`config.mk`:
```
export PLATFORM = sky130hd
export DESIGN_NAME = layer_scheduler
export DESIGN_NICKNAME = d
export VERILOG_FILES = /design/src/rtl/layer_scheduler_pkg.sv /design/src/rtl/layer_scheduler_fifo.sv /design/src/rtl/layer_scheduler.sv
export SDC_FILE = /design/constraint.sdc
export NUM_CORES = 1
export LEC_CHECK = 0
export BUFFER_PORTS_ARGS = -buffer_cell sky130_fd_sc_hd__buf_2
export CORE_UTILIZATION = 55
export DETAILED_ROUTE_END_ITERATION = 8
export HOLD_SLACK_MARGIN = 0.1
export PLACE_DENSITY = 0.76
export REMOVE_ABC_BUFFERS = 1
export SLEW_MARGIN = 5
export SYNTH_ARGS = -nofsm -noshare
export SYNTH_HDL_FRONTEND = slang
export SYNTH_SLANG_ARGS = --single-unit
```
`constraint.sdc`:
```
create_clock -name clk -period 5.15 [get_ports clk]
set_input_delay 0.7725 -clock clk [delete_from_list [all_inputs] [get_ports clk]]
set_output_delay 0.7725 -clock clk [all_outputs]
set_load 0.05 [all_outputs]
```
`src/rtl/layer_scheduler_pkg.sv`:
```
// Shared constants and types for the layer prefetch scheduler.
package layer_scheduler_pkg;

   localparam int LAYER_W = 7;

   typedef enum logic [1:0] {
      IDLE    = 2'd0,
      PREFILL = 2'd1,
      RUN     = 2'd2
   } state_t;

endpackage

```
`src/rtl/layer_scheduler_fifo.sv`:
```
// Register FIFO holding queued layers; pointers wrap modulo DEPTH (power of two).
module layer_fifo #(
   parameter int DEPTH = 4,
   parameter int WIDTH = 14
) (
   input  logic                   clk,
   input  logic                   rst,
   input  logic                   flush,
   input  logic                   push,
   input  logic                   pop,
   input  logic [WIDTH-1:0]       wdata,
   output logic [WIDTH-1:0]       rdata,
   output logic [$clog2(DEPTH):0] count
);

   localparam int PW = $clog2(DEPTH);

   logic [WIDTH-1:0] mem [DEPTH];
   logic [PW-1:0]    wr_ptr;
   logic [PW-1:0]    rd_ptr;

   always_ff @(posedge clk) begin
      if (push && !flush) begin
         mem[wr_ptr] <= wdata;
      end
   end

   // Head is read combinationally; the scheduler registers it on delivery.
   assign rdata = mem[rd_ptr];

   always_ff @(posedge clk or negedge rst) begin
      if (!rst) begin
         wr_ptr <= '0;
         rd_ptr <= '0;
         count  <= '0;
      end else if (flush) begin
         wr_ptr <= '0;
         rd_ptr <= '0;
         count  <= '0;
      end else begin
         if (push) begin
            wr_ptr <= wr_ptr + PW'(1);
         end
         if (pop) begin
            rd_ptr <= rd_ptr + PW'(1);
         end
         case ({push, pop})
            2'b10:   count <= count + (PW+1)'(1);
            2'b01:   count <= count - (PW+1)'(1);
            default: count <= count;
         endcase
      end
   end

endmodule

```
`src/rtl/layer_scheduler.sv`:
```
// Prefetch scheduler: keeps up to DEPTH generated layers queued and hands the
// oldest one to the blocks renderer on every consume.
module layer_scheduler #(
   parameter int DEPTH   = 4,
   parameter int LAYER_W = layer_scheduler_pkg::LAYER_W
) (
   input  logic                   clk,
   input  logic                   rst,
   input  logic                   game_start,
   input  logic                   consume,
   output logic                   gen_req,
   input  logic                   gen_valid,
   input  logic [LAYER_W-1:0]     gen_map,
   input  logic [LAYER_W-1:0]     gen_type,
   output logic                   load_layer,
   output logic [LAYER_W-1:0]     layer_map,
   output logic [LAYER_W-1:0]     block_type,
   output logic                   ready,
   output logic [$clog2(DEPTH):0] fill_count,
   output logic                   underrun
);

   import layer_scheduler_pkg::*;

   localparam int            CW   = $clog2(DEPTH) + 1;
   localparam logic [CW-1:0] FULL = CW'(DEPTH);

   state_t state;
   state_t state_next;

   logic                   pending;
   logic                   pending_kept;
   logic                   pending_next;
   logic                   discard;
   logic                   discard_next;
   logic                   accept;
   logic                   push;
   logic                   pop;
   logic                   underrun_hit;
   logic                   req_next;
   logic [CW-1:0]          count_next;
   logic [2*LAYER_W-1:0]   head;

   layer_fifo #(
      .DEPTH (DEPTH),
      .WIDTH (2*LAYER_W)
   ) u_fifo (
      .clk   (clk),
      .rst   (rst),
      .flush (game_start),
      .push  (push),
      .pop   (pop),
      .wdata ({gen_map, gen_type}),
      .rdata (head),
      .count (fill_count)
   );

   // State register
   always_ff @(posedge clk or negedge rst) begin
      if (!rst) begin
         state <= IDLE;
      end else begin
         state <= state_next;
      end
   end

   // Next-state logic
   always_comb begin
      state_next = state;
      if (game_start) begin
         state_next = PREFILL;
      end else if (state == PREFILL && count_next == FULL) begin
         state_next = RUN;
      end
   end

   // Output logic
   always_comb begin
      ready = (state == RUN);
   end

   // Queue control and request tracking; requests look at next-cycle state so a
   // freed slot or a dropped response re-arms gen_req on the following edge.
   always_comb begin
      accept       = gen_valid && pending && !game_start;
      pop          = consume && !game_start && state == RUN && fill_count != '0;
      underrun_hit = consume && !game_start && state == RUN && fill_count == '0;
      push         = accept && !discard && state != IDLE && (fill_count != FULL || pop);
      count_next   = game_start ? '0 : fill_count + CW'(push) - CW'(pop);

      // A response arriving together with game_start answers the stale request.
      if (game_start) begin
         pending_kept = pending && !gen_valid;
         discard_next = pending && !gen_valid;
      end else if (accept) begin
         pending_kept = 1'b0;
         discard_next = 1'b0;
      end else begin
         pending_kept = pending;
         discard_next = discard;
      end

      req_next     = state_next != IDLE && !pending_kept && !gen_req && count_next < FULL;
      pending_next = pending_kept || req_next;
   end

   always_ff @(posedge clk or negedge rst) begin
      if (!rst) begin
         pending    <= 1'b0;
         discard    <= 1'b0;
         gen_req    <= 1'b0;
         load_layer <= 1'b0;
         layer_map  <= '0;
         block_type <= '0;
         underrun   <= 1'b0;
      end else begin
         pending    <= pending_next;
         discard    <= discard_next;
         gen_req    <= req_next;
         load_layer <= pop;
         if (pop) begin
            layer_map  <= head[2*LAYER_W-1:LAYER_W];
            block_type <= head[LAYER_W-1:0];
         end
         if (game_start) begin
            underrun <= 1'b0;
         end else if (underrun_hit) begin
            underrun <= 1'b1;
         end
      end
   end

endmodule
```
==> results of run 1 <==
## routing by layer
layer  part of all wire  up-vias
li1                   -      942
met1               0.44     1004
met2               0.50       57
met3              0.053        4
met4             0.0087        0
met5                  0        -
## power groups by stage
stage               registers (mW)  clock network, mW  logic, mW
global route                 0.771              0.537      0.121
floorplan                    0.792                  0     0.0581
detailed placement           0.782                  0      0.110
CTS                          0.768              0.510      0.110
finish                       0.767              0.500      0.110
global placement             0.780                  0      0.107
## final timing paths
kind	end	slack (ns)
worst max-delay path	gen_req	1.73
worst min-delay path	block_type[3]	0.43
worst max register to register	gen_req	1.73
worst min register to register	gen_req	0.46
max in group asynchronous	u_fifo.rd_ptr[1]	4.29
min in group clk	gen_req	0.46
## worst register-to-register path: cells and delay by family (launching register included)
| kind | cells | cell delay (ns) |
|---|---|---|
| compound gates | 2 | 0.30 |
| xor+xnor | 2 | 0.40 |
| fa+ha+maj | 3 | 0.87 |
| buf+inv | 3 | 0.47 |
| flops | 1 | 0.50 |
| simple gates | 2 | 0.80 |
## final cells by class
class,count,area [sq um],area share
inverters,13,48.8,0.0123
flip-flops and latches,84,2380,0.603
repair buffers,39,195,0.0494
clock buffers,9,124,0.0313
multi-input cells,128,1020,0.258
well taps,75,93.8,0.0237
clock inverters,7,90.1,0.0228
## registers in the layout, summed over array words and instances (netlist names)
name           count
block_type         7
discard            1
gen_req            1
layer_map          7
load_layer         1
pending            1
state              2
u_fifo.count       3
u_fifo.mem        56
u_fifo.rd_ptr      2
u_fifo.wr_ptr      2
underrun           1
## layout by cell type, fill, tap and decap left out, types with 2 or more instances in the layout
master / n
a21oi_1: 4
and3_1: 4
buf_2: 39
bufinv_16: 2
clkbuf_8: 9
clkinv_2: 2
dfrtp_1: 28
edfxtp_1: 56
fa_1: 2
ha_1: 6
inv_1: 13
mux2i_1: 3
mux4_2: 14
nand2_1: 46
nand3_1: 5
nand4bb_1: 2
nor2_1: 11
nor3_1: 2
nor3b_1: 2
nor4_1: 2
o21ai_0: 2
o2bb2ai_1: 2
xnor2_1: 3
## cells by family after synthesis
kind of cell	after synthesis
buf+inv	22
fa+ha+maj	8
compound gates	18
flops	84
xor+xnor	4
simple gates	81
mux	17
## metrics by stage
stage	util	power, mW	hold slack, ns
after global routing	0.652	1.43	0.486
after floorplan	-	0.851	0.477
after detailed placement	0.617	0.892	0.453
after global placement	0.617	0.888	0.446
after CTS	0.652	1.39	0.439
final	0.652	1.38	0.435
==> impl_metrics.py, run 1 <==
metrics = {
    "outcome": {
        "status": "completed",
    },
    "synth": {
        "synthAdderAreaFrac": 0.0327,
        "yosysUniqueCellTypes": 41,
        "syn_area_per_cell_sq_um": 15.0,
        "syn_inst": 234,
        "netlist.area_leader.share": 0.478,
        "synth.most_common_cell": "edfxtp_1",
        "yosysSeqAreaShare": 0.677,
        "netlist_area_sq_mm": 0.00352,
        "ys_ff_latch": 84,
        "ys.flop_type": "edfxtp_1",
        "synth-simple-area-share": 0.111,
        "synth_edf_count": 56,
        "synth_top_family_by_area": "simple AND/OR/NAND/NOR gates",
        "async_reset_ff_frac": 0.333,
        "synth_largest_area_cell": "edfxtp_1",
        "muxShareOfSynthArea": 0.0982,
        "synth.area.top_cells": "edfxtp_1 48%, dfrtp_1 20%, mux4_2 9.0%, nand2_1 4.9%, ha_1 2.1%",
        "ys.warnings.count": 0,
        "synth-xor-area-share": 0.00996,
        "synth-compound-area-share": 0.0381,
        "synth_commonest_cells": "56 x edfxtp_1, 46 x nand2_1, 28 x dfrtp_1",
    },
    "power_and_ir_drop": {
        "p_int_mw": 1.06,
        "powerDensity_mw_per_mm2": 348,
        "pwr-share-clk": 0.363,
        "seq_power_share": 0.557,
        "switching_power_mw": 0.318,
        "comb_power_share": 0.080,
        "switching_share": 0.231,
        "vdd_drop_max_mv": 0.223,
        "p_leak_nw": 1.62,
    },
    "timing": {
        "setup_viol": 0,
        "worst_slack_ns": 1.73,
        "timing.final.crit_share": 0.664,
        "max_freq_ghz": 0.292,
        "relSlewSlack": 0.361,
        "finalCriticalPeriod_ns": 3.42,
        "finalSetupTns_ns": 0,
        "finalHoldViolations": 0,
        "slew_viol_final": 0,
        "rsz0062_at_grt": "false",
        "fin_worst_skew_ns": 0.0143,
        "worst-slew-pin-transition_ns": 0.958,
    },
    "floorplan": {
        "core_sq_mm": 0.00606,
        "die-area_sq_mm": 0.00672,
        "io_pins": 40,
        "rows": 28,
        "die_y_um": 82.0,
        "die_w_um": 82.0,
        "initial_utilization": 0.580,
    },
    "routing": {
        "vias_per_cell": 5.65,
        "drt_iter0_drc": 153,
        "wl_um": 6230,
        "num_vias": 2007,
        "antenna_left": 0,
        "wire_per_inst_um": 17.6,
        "drt_pass1_iterations": 4,
        "drcViolationCount": 0,
    },
    "setup_path": {
        "rr_worst_depth": 12,
        "r2r-start": "u_fifo.count[1]",
        "endpoint_kind": "flip-flop",
        "cp_top_family": "adder cells",
        "crit_top_cell": "inv_1",
        "slowest_stage": "inv_1",
        "path_buf_inv": 4,
        "cp.arrival_ns": 3.69,
        "startpoint_type": "primary input",
        "crit_path_max_fanout": 20,
        "path_class": "primary input to flip-flop",
        "cp_num_cells": 13,
        "startpoint": "game_start",
        "max_stage_delay_ns": 0.48,
        "crit_required_ns": 5.42,
        "worstPathCellList": "buf_2 > and4bb_2 > nand2_2 > inv_1 > ha_1 > inv_1 > ha_1 > inv_1 > fa_1 > xnor2_1 > xnor2_1 > a21oi_1 > a211oi_1",
    },
    "global_route": {
        "use_met1": 0.274,
        "met3_usage": 0.0667,
        "grt.busiest_layer": "met2",
        "grt_antenna_before_repair": 0,
        "grt_remaining_overflow": 0,
        "grt_max_degree": 29,
        "grt_pass1_wl_um": 9780,
        "grt_usage": 0.214,
        "grtUsageMet2": 0.344,
        "grt_pass1_vias": 1954,
    },
    "finish": {
        "layout.cells.non_filler": 355,
        "final_cell_area_sq_mm": 0.00395,
        "nFillCells": 455,
        "nets": 302,
        "diodes": 0,
        "area_growth_pct": 12.4,
        "drive_gt1_frac": 0.271,
    },
    "clock_network": {
        "clk_path_buf_depth": 2,
        "cts-root-buf": "clkbuf_8",
        "cts_tree": "done",
        "htree_levels": 3,
        "worstSkewPairLatency_ns": 0.35,
        "path_clk_slew_ns": 0.09,
        "cts_resized": 0,
        "postCtsSetupBuffers": 0,
        "hold_buffers": 0,
        "cts_sinks": 84,
        "cts_buffers": 9,
    },
    "placement": {
        "place_inst": 339,
        "place_ws_ns": 1.36,
        "placed_area_sq_mm": 0.00374,
        "hpwl_um": 3910,
        "port_buffers": 39,
        "gp_congestion": 0.887,
    },
    "hold_path": {
        "hold_class": "primary input to async pin",
    },
    "flow_run": {
        "drv_cap": 0,
    },
}
Power figures use the tool's default switching activity.
==> run 2: changes to the inputs <==
==> constraint.sdc (replaced) <==
create_clock -name clk -period 3.4 [get_ports clk]
set_input_delay 0.51 -clock clk [delete_from_list [all_inputs] [get_ports clk]]
set_output_delay 0.51 -clock clk [all_outputs]
set_load 0.05 [all_outputs]
==> run 2 against run 1 <==
  * Combinational power rose by 50%
  * Total power increased by 48%
  * Sequential share of layout area decreased by 0.13 points
  * Global-route usage is 0.27 points lower
  * Clock power rose by 42%
  * Highest routed layer unchanged
==> impl_metrics.py, run 2 (synthesis results as in run 1) <==
metrics = {
    "placement": {
        "gp_congestion": 0.826,
        "place_ws_ns": 0.591,
        "hpwl_um": 3930,
        "port_buffers": 39,
        "place_inst": 342,
        "placed_area_sq_mm": 0.00376,
    },
    "clock_network": {
        "hold_buffers": 0,
        "htree_levels": 3,
        "cts_resized": 0,
        "cts_tree": "done",
        "path_clk_slew_ns": 0.09,
        "worstSkewPairLatency_ns": 0.35,
        "cts_buffers": 9,
        "postCtsSetupBuffers": 0,
        "cts-root-buf": "clkbuf_8",
        "cts_sinks": 84,
        "clk_path_buf_depth": 2,
    },
    "finish": {
        "nets": 305,
        "diodes": 0,
        "top_register": "u_fifo.mem",
        "layout.cells.non_filler": 358,
        "reg_top3": "u_fifo.mem x56, block_type x7, layer_map x7",
        "layout_common_cells": "56 x edfxtp_1, 46 x nand2_1, 39 x buf_2",
        "drive_gt1_frac": 0.283,
        "area_growth_pct": 12.6,
        "final_cell_area_sq_mm": 0.00396,
        "nFillCells": 448,
        "largest_reg_flops": 56,
        "final_common_cell": "edfxtp_1",
    },
    "timing": {
        "fin_worst_skew_ns": 0.00905,
        "finalCriticalPeriod_ns": 2.78,
        "worst_hold_slack_ns": 0.189,
        "timing.final.crit_share": 0.818,
        "worst-slew-pin-transition_ns": 0.991,
        "slew_viol_final": 0,
        "max_freq_ghz": 0.359,
        "setup_viol": 0,
        "worst_slack_ns": 0.618,
        "relSlewSlack": 0.339,
        "finalSetupTns_ns": 0,
        "rsz0062_at_grt": "false",
        "finalHoldViolations": 0,
    },
    "flow_run": {
        "drv_cap": 0,
    },
    "setup_path": {
        "crit_required_ns": 3.66,
        "crit_path_max_fanout": 8,
        "path_class": "flip-flop to flip-flop",
        "startpoint_type": "flip-flop",
        "r2r-start": "u_fifo.count[1]",
        "slowest_stage": "dfrtp_1",
        "cp.arrival_ns": 3.04,
        "max_stage_delay_ns": 0.51,
        "crit_top_cell": "inv_1",
        "startpoint": "u_fifo.count[1]",
        "endpoint_kind": "flip-flop",
        "worstPathCellList": "or3_4 > nand2_2 > inv_1 > ha_1 > inv_1 > ha_1 > inv_1 > fa_1 > xnor2_1 > xnor2_1 > a21oi_1 > a211oi_1",
        "path_buf_inv": 3,
        "cp_top_family": "adder cells",
    },
    "global_route": {
        "grt_usage": 0.211,
        "grt_remaining_overflow": 0,
        "grt_max_degree": 29,
        "grt_antenna_before_repair": 0,
        "grt_pass1_vias": 2039,
        "grt_pass1_wl_um": 9770,
    },
    "routing": {
        "num_vias": 2028,
        "wire_per_inst_um": 17.3,
        "drt_pass1_iterations": 4,
        "drt_iter0_drc": 143,
        "drcViolationCount": 0,
        "wl_um": 6190,
        "vias_per_cell": 5.66,
        "antenna_left": 0,
    },
    "hold_path": {
        "hold_class": "primary input to async pin",
    },
    "floorplan": {
        "initial_utilization": 0.580,
        "core_sq_mm": 0.00606,
        "die_y_um": 82.0,
        "die-area_sq_mm": 0.00672,
        "io_pins": 40,
        "rows": 28,
        "die_w_um": 82.0,
    },
    "outcome": {
        "status": "completed",
    },
    "power_and_ir_drop": {
        "vdd_drop_max_mv": 0.406,
        "powerDensity_mw_per_mm2": 515,
        "p_leak_nw": 1.63,
    },
}
-- run 2: cell count changes in the layout (fill, tap and decap cells not counted) --
cell        delta
clkinv_4       +2
buf_4          +3
clkinv_1       -1
bufinv_16      -1
clkinvlp_4     +1
clkinv_2       -1
-- run 2: metrics by stage --
step,power (mW),util
global route,2.11,0.654
detailed placement,1.35,0.621
floorplan,1.29,-
CTS,2.05,0.654
global placement,1.34,0.621
finish,2.04,0.654
-- run 2: final cells by class --
cell class / instances / area, sq um / area share
multi-input combinational: 128 / 1020 / 0.257
inverter: 13 / 48.8 / 0.0123
sequential: 84 / 2380 / 0.601
tap: 75 / 93.8 / 0.0237
timing repair buffer: 42 / 218 / 0.0550
clock buffer: 9 / 124 / 0.0313
clock inverter: 7 / 76.3 / 0.0193
-- run 2: final timing paths --
kind	to	slack, ns	cells past startpoint
max in group asynchronous	block_type[4]	2.77	1
min	u_fifo.count[1]	0.19	1
min reg2reg	gen_req	0.47	1
max reg2reg	gen_req	0.62	12
min in group clk	u_fifo.mem[3][8]	0.37	1
max	gen_req	0.62	12
-- run 2: layer usage --
layer | track usage | wire, um | part of all wire | vias to the layer above
li1 | - | - | - | 946
met1 | 0.269 | 2690 | 0.44 | 1009
met2 | 0.332 | 3010 | 0.49 | 58
met3 | 0.0511 | 317 | 0.051 | 15
met4 | 0.119 | 160 | 0.026 | 0
met5 | 0 | 0 | 0 | -
-- run 2: where the power goes --
| part | internal, mW | total [mW] | switching (mW) | leakage, nW |
|---|---|---|---|---|
| Sequential | 1.14 | 1.16 | 0.0266 | 0.883 |
| Combinational | 0.0579 | 0.165 | 0.107 | 0.648 |
| Clock | 0.343 | 0.712 | 0.369 | 0.0958 |
| Total | 1.54 | 2.04 | 0.503 | 1.63 |
==> run 3: changes to the inputs <==
--- a/config.mk
+++ b/config.mk
@@ -5,6 +5,7 @@
 export SDC_FILE = /design/constraint.sdc
 export NUM_CORES = 1
 export LEC_CHECK = 0
+export ABC_AREA = 1
 export BUFFER_PORTS_ARGS = -buffer_cell sky130_fd_sc_hd__buf_2
 export CORE_UTILIZATION = 55
 export DETAILED_ROUTE_END_ITERATION = 8
==> constraint.sdc (replaced) <==
create_clock -name clk -period 2.75 [get_ports clk]
set_input_delay 0.4125 -clock clk [delete_from_list [all_inputs] [get_ports clk]]
set_output_delay 0.4125 -clock clk [all_outputs]
set_load 0.05 [all_outputs]
==> run 3 against run 2 <==
  * Register-to-register slack worse by 0.31 ns
  * Final area up 0.63%
  * First-iteration DRC count down 4.2%
  * Area after synthesis down 0.43%
  * Core utilization up 0.80 points
  * Clock power up 14%
  * Cell count up 23%
  * Total power up 23%
  * Setup slack worse by 0.31 ns
  * Critical path type unchanged
  * Largest cell class unchanged
  * Largest power group unchanged
==> impl_metrics.py, run 3 <==
metrics = {
    "timing": {
        "rsz0062_at_grt": "false",
        "finalCriticalPeriod_ns": 2.44,
        "max_freq_ghz": 0.410,
        "timing.final.crit_share": 0.887,
        "worst_slack_ns": 0.312,
        "worst_hold_slack_ns": 0.0875,
        "finalHoldViolations": 0,
        "finalSetupTns_ns": 0,
        "fin_worst_skew_ns": 0.00765,
        "relSlewSlack": 0.545,
        "setup_viol": 0,
        "worst-slew-pin-transition_ns": 0.683,
        "slew_viol_final": 0,
    },
    "routing": {
        "drcViolationCount": 0,
        "antenna_left": 0,
        "wire_per_inst_um": 15.0,
        "num_vias": 2306,
        "vias_per_cell": 5.25,
        "drt_iter0_drc": 137,
        "drt_pass1_iterations": 4,
        "wl_um": 6570,
    },
    "outcome": {
        "status": "completed",
    },
    "global_route": {
        "grt_pass1_wl_um": 10400,
        "grt_max_degree": 33,
        "grt_usage": 0.222,
        "grt_remaining_overflow": 0,
        "grt_antenna_before_repair": 0,
        "grt_pass1_vias": 2187,
    },
    "finish": {
        "top_register": "u_fifo.mem",
        "layout_common_cells": "78 x nor2_1, 56 x edfxtp_1, 39 x buf_2",
        "area_growth_pct": 13.8,
        "final_cell_area_sq_mm": 0.00399,
        "nets": 386,
        "final_common_cell": "nor2_1",
        "nFillCells": 482,
        "drive_gt1_frac": 0.217,
        "layout.cells.non_filler": 439,
        "reg_top3": "u_fifo.mem x56, block_type x7, layer_map x7",
        "diodes": 0,
        "largest_reg_flops": 56,
        "postLayoutCoreUtil": 0.662,
    },
    "synth": {
        "synth.most_common_cell": "nor2_1",
        "synth_commonest_cells": "78 x nor2_1, 56 x edfxtp_1, 28 x dfrtp_1",
        "syn_area_per_cell_sq_um": 11.3,
        "ys.warnings.count": 0,
        "netlist_area_sq_mm": 0.00350,
        "synth_largest_area_cell": "edfxtp_1",
        "syn_inst": 310,
        "yosysUniqueCellTypes": 32,
        "ys.flop_type": "edfxtp_1",
        "synth_edf_count": 56,
        "netlist.area_leader.share": 0.480,
        "yosysSeqAreaShare": 0.680,
        "ys_ff_latch": 84,
        "async_reset_ff_frac": 0.333,
        "synth.area.top_cells": "edfxtp_1 48%, dfrtp_1 20%, nor2_1 8.4%, o21ai_0 3.4%, nand2_1 2.7%",
    },
    "power_and_ir_drop": {
        "powerDensity_mw_per_mm2": 630,
        "p_total_mw": 2.51,
        "vdd_drop_max_mv": 0.480,
        "p_leak_nw": 1.76,
    },
    "floorplan": {
        "rows": 28,
        "die_w_um": 81.8,
        "die_y_um": 81.8,
        "die-area_sq_mm": 0.00669,
        "initial_utilization": 0.581,
        "core_sq_mm": 0.00603,
        "io_pins": 40,
    },
    "setup_path": {
        "cp.arrival_ns": 2.71,
        "startpoint_type": "flip-flop",
        "crit_path_max_fanout": 7,
        "crit_required_ns": 3.03,
        "path_class": "flip-flop to flip-flop",
        "endpoint_kind": "flip-flop",
    },
    "flow_run": {
        "drv_cap": 0,
    },
    "clock_network": {
        "htree_levels": 3,
        "cts_buffers": 9,
        "cts_sinks": 84,
        "hold_buffers": 0,
        "cts-root-buf": "clkbuf_8",
        "path_clk_slew_ns": 0.09,
        "worstSkewPairLatency_ns": 0.36,
        "cts_resized": 0,
        "clk_path_buf_depth": 2,
        "cts_tree": "done",
        "postCtsSetupBuffers": 0,
    },
    "hold_path": {
        "hold_class": "primary input to async pin",
    },
    "placement": {
        "gp_congestion": 0.880,
        "place_ws_ns": 0.0927,
        "placed_area_sq_mm": 0.00380,
        "port_buffers": 39,
        "place_inst": 423,
        "hpwl_um": 4180,
    },
}
[run 3: worst paths after layout]
check	startpoint	end	slack, ns	cells past startpoint
max in group asynchronous	rst	block_type[4]	2.22	1
min	rst	state[0]	0.09	1
min reg2reg	underrun	underrun	0.53	1
max reg2reg	state[0]	state[1]	0.31	14
min in group clk	gen_type[2]	u_fifo.mem[3][2]	0.26	1
max	state[0]	state[1]	0.31	14
[run 3: layer usage]
| layer | up-vias | routed length (um) | global-route usage |
|---|---|---|---|
| li1 | 1144 | - | - |
| met1 | 1094 | 2780 | 0.272 |
| met2 | 56 | 3400 | 0.374 |
| met3 | 12 | 282 | 0.0433 |
| met4 | 0 | 109 | 0.116 |
| met5 | - | 0 | 0 |
[run 3: worst max-delay path, stage by stage, from the launching register on]
cell and delay [ns]:
dfrtp_1 0.42, inv_2 0.09, nand2_1 0.10, nor2_4 0.20, nand2_4 0.10, inv_2 0.07, ha_1 0.21, inv_1 0.06
ha_1 0.13, inv_1 0.05, fa_1 0.48, inv_1 0.04, nor4_1 0.16, nand2_1 0.11, a21oi_1 0.15
[run 3: cell type report]
type,instances,area [sq um],share of cell area
flip-flops and latches,84,2380,0.598
repair buffers,50,278,0.0697
well taps,75,93.8,0.0235
inverters,29,109,0.0273
clock buffers,9,124,0.0311
multi-input cells,185,942,0.236
clock inverters,7,57.6,0.0144
[run 3: cell families (layout without fill, tap and decap cells)]
logic type,Yosys count,after routing,synth area share
compound gates,52,52,0.0825
buf+inv,41,95,0.0507
flops,84,84,0.680
fa+ha+maj,8,8,0.0329
xor+xnor,2,2,0.00500
simple gates,123,123,0.149
[run 3: where the power goes]
part / internal [mW] / switching [mW] / total (mW)
Combinational: 0.0779 / 0.174 / 0.252
Sequential: 1.41 / 0.0329 / 1.45
Clock: 0.342 / 0.469 / 0.810
Total: 1.83 / 0.675 / 2.51
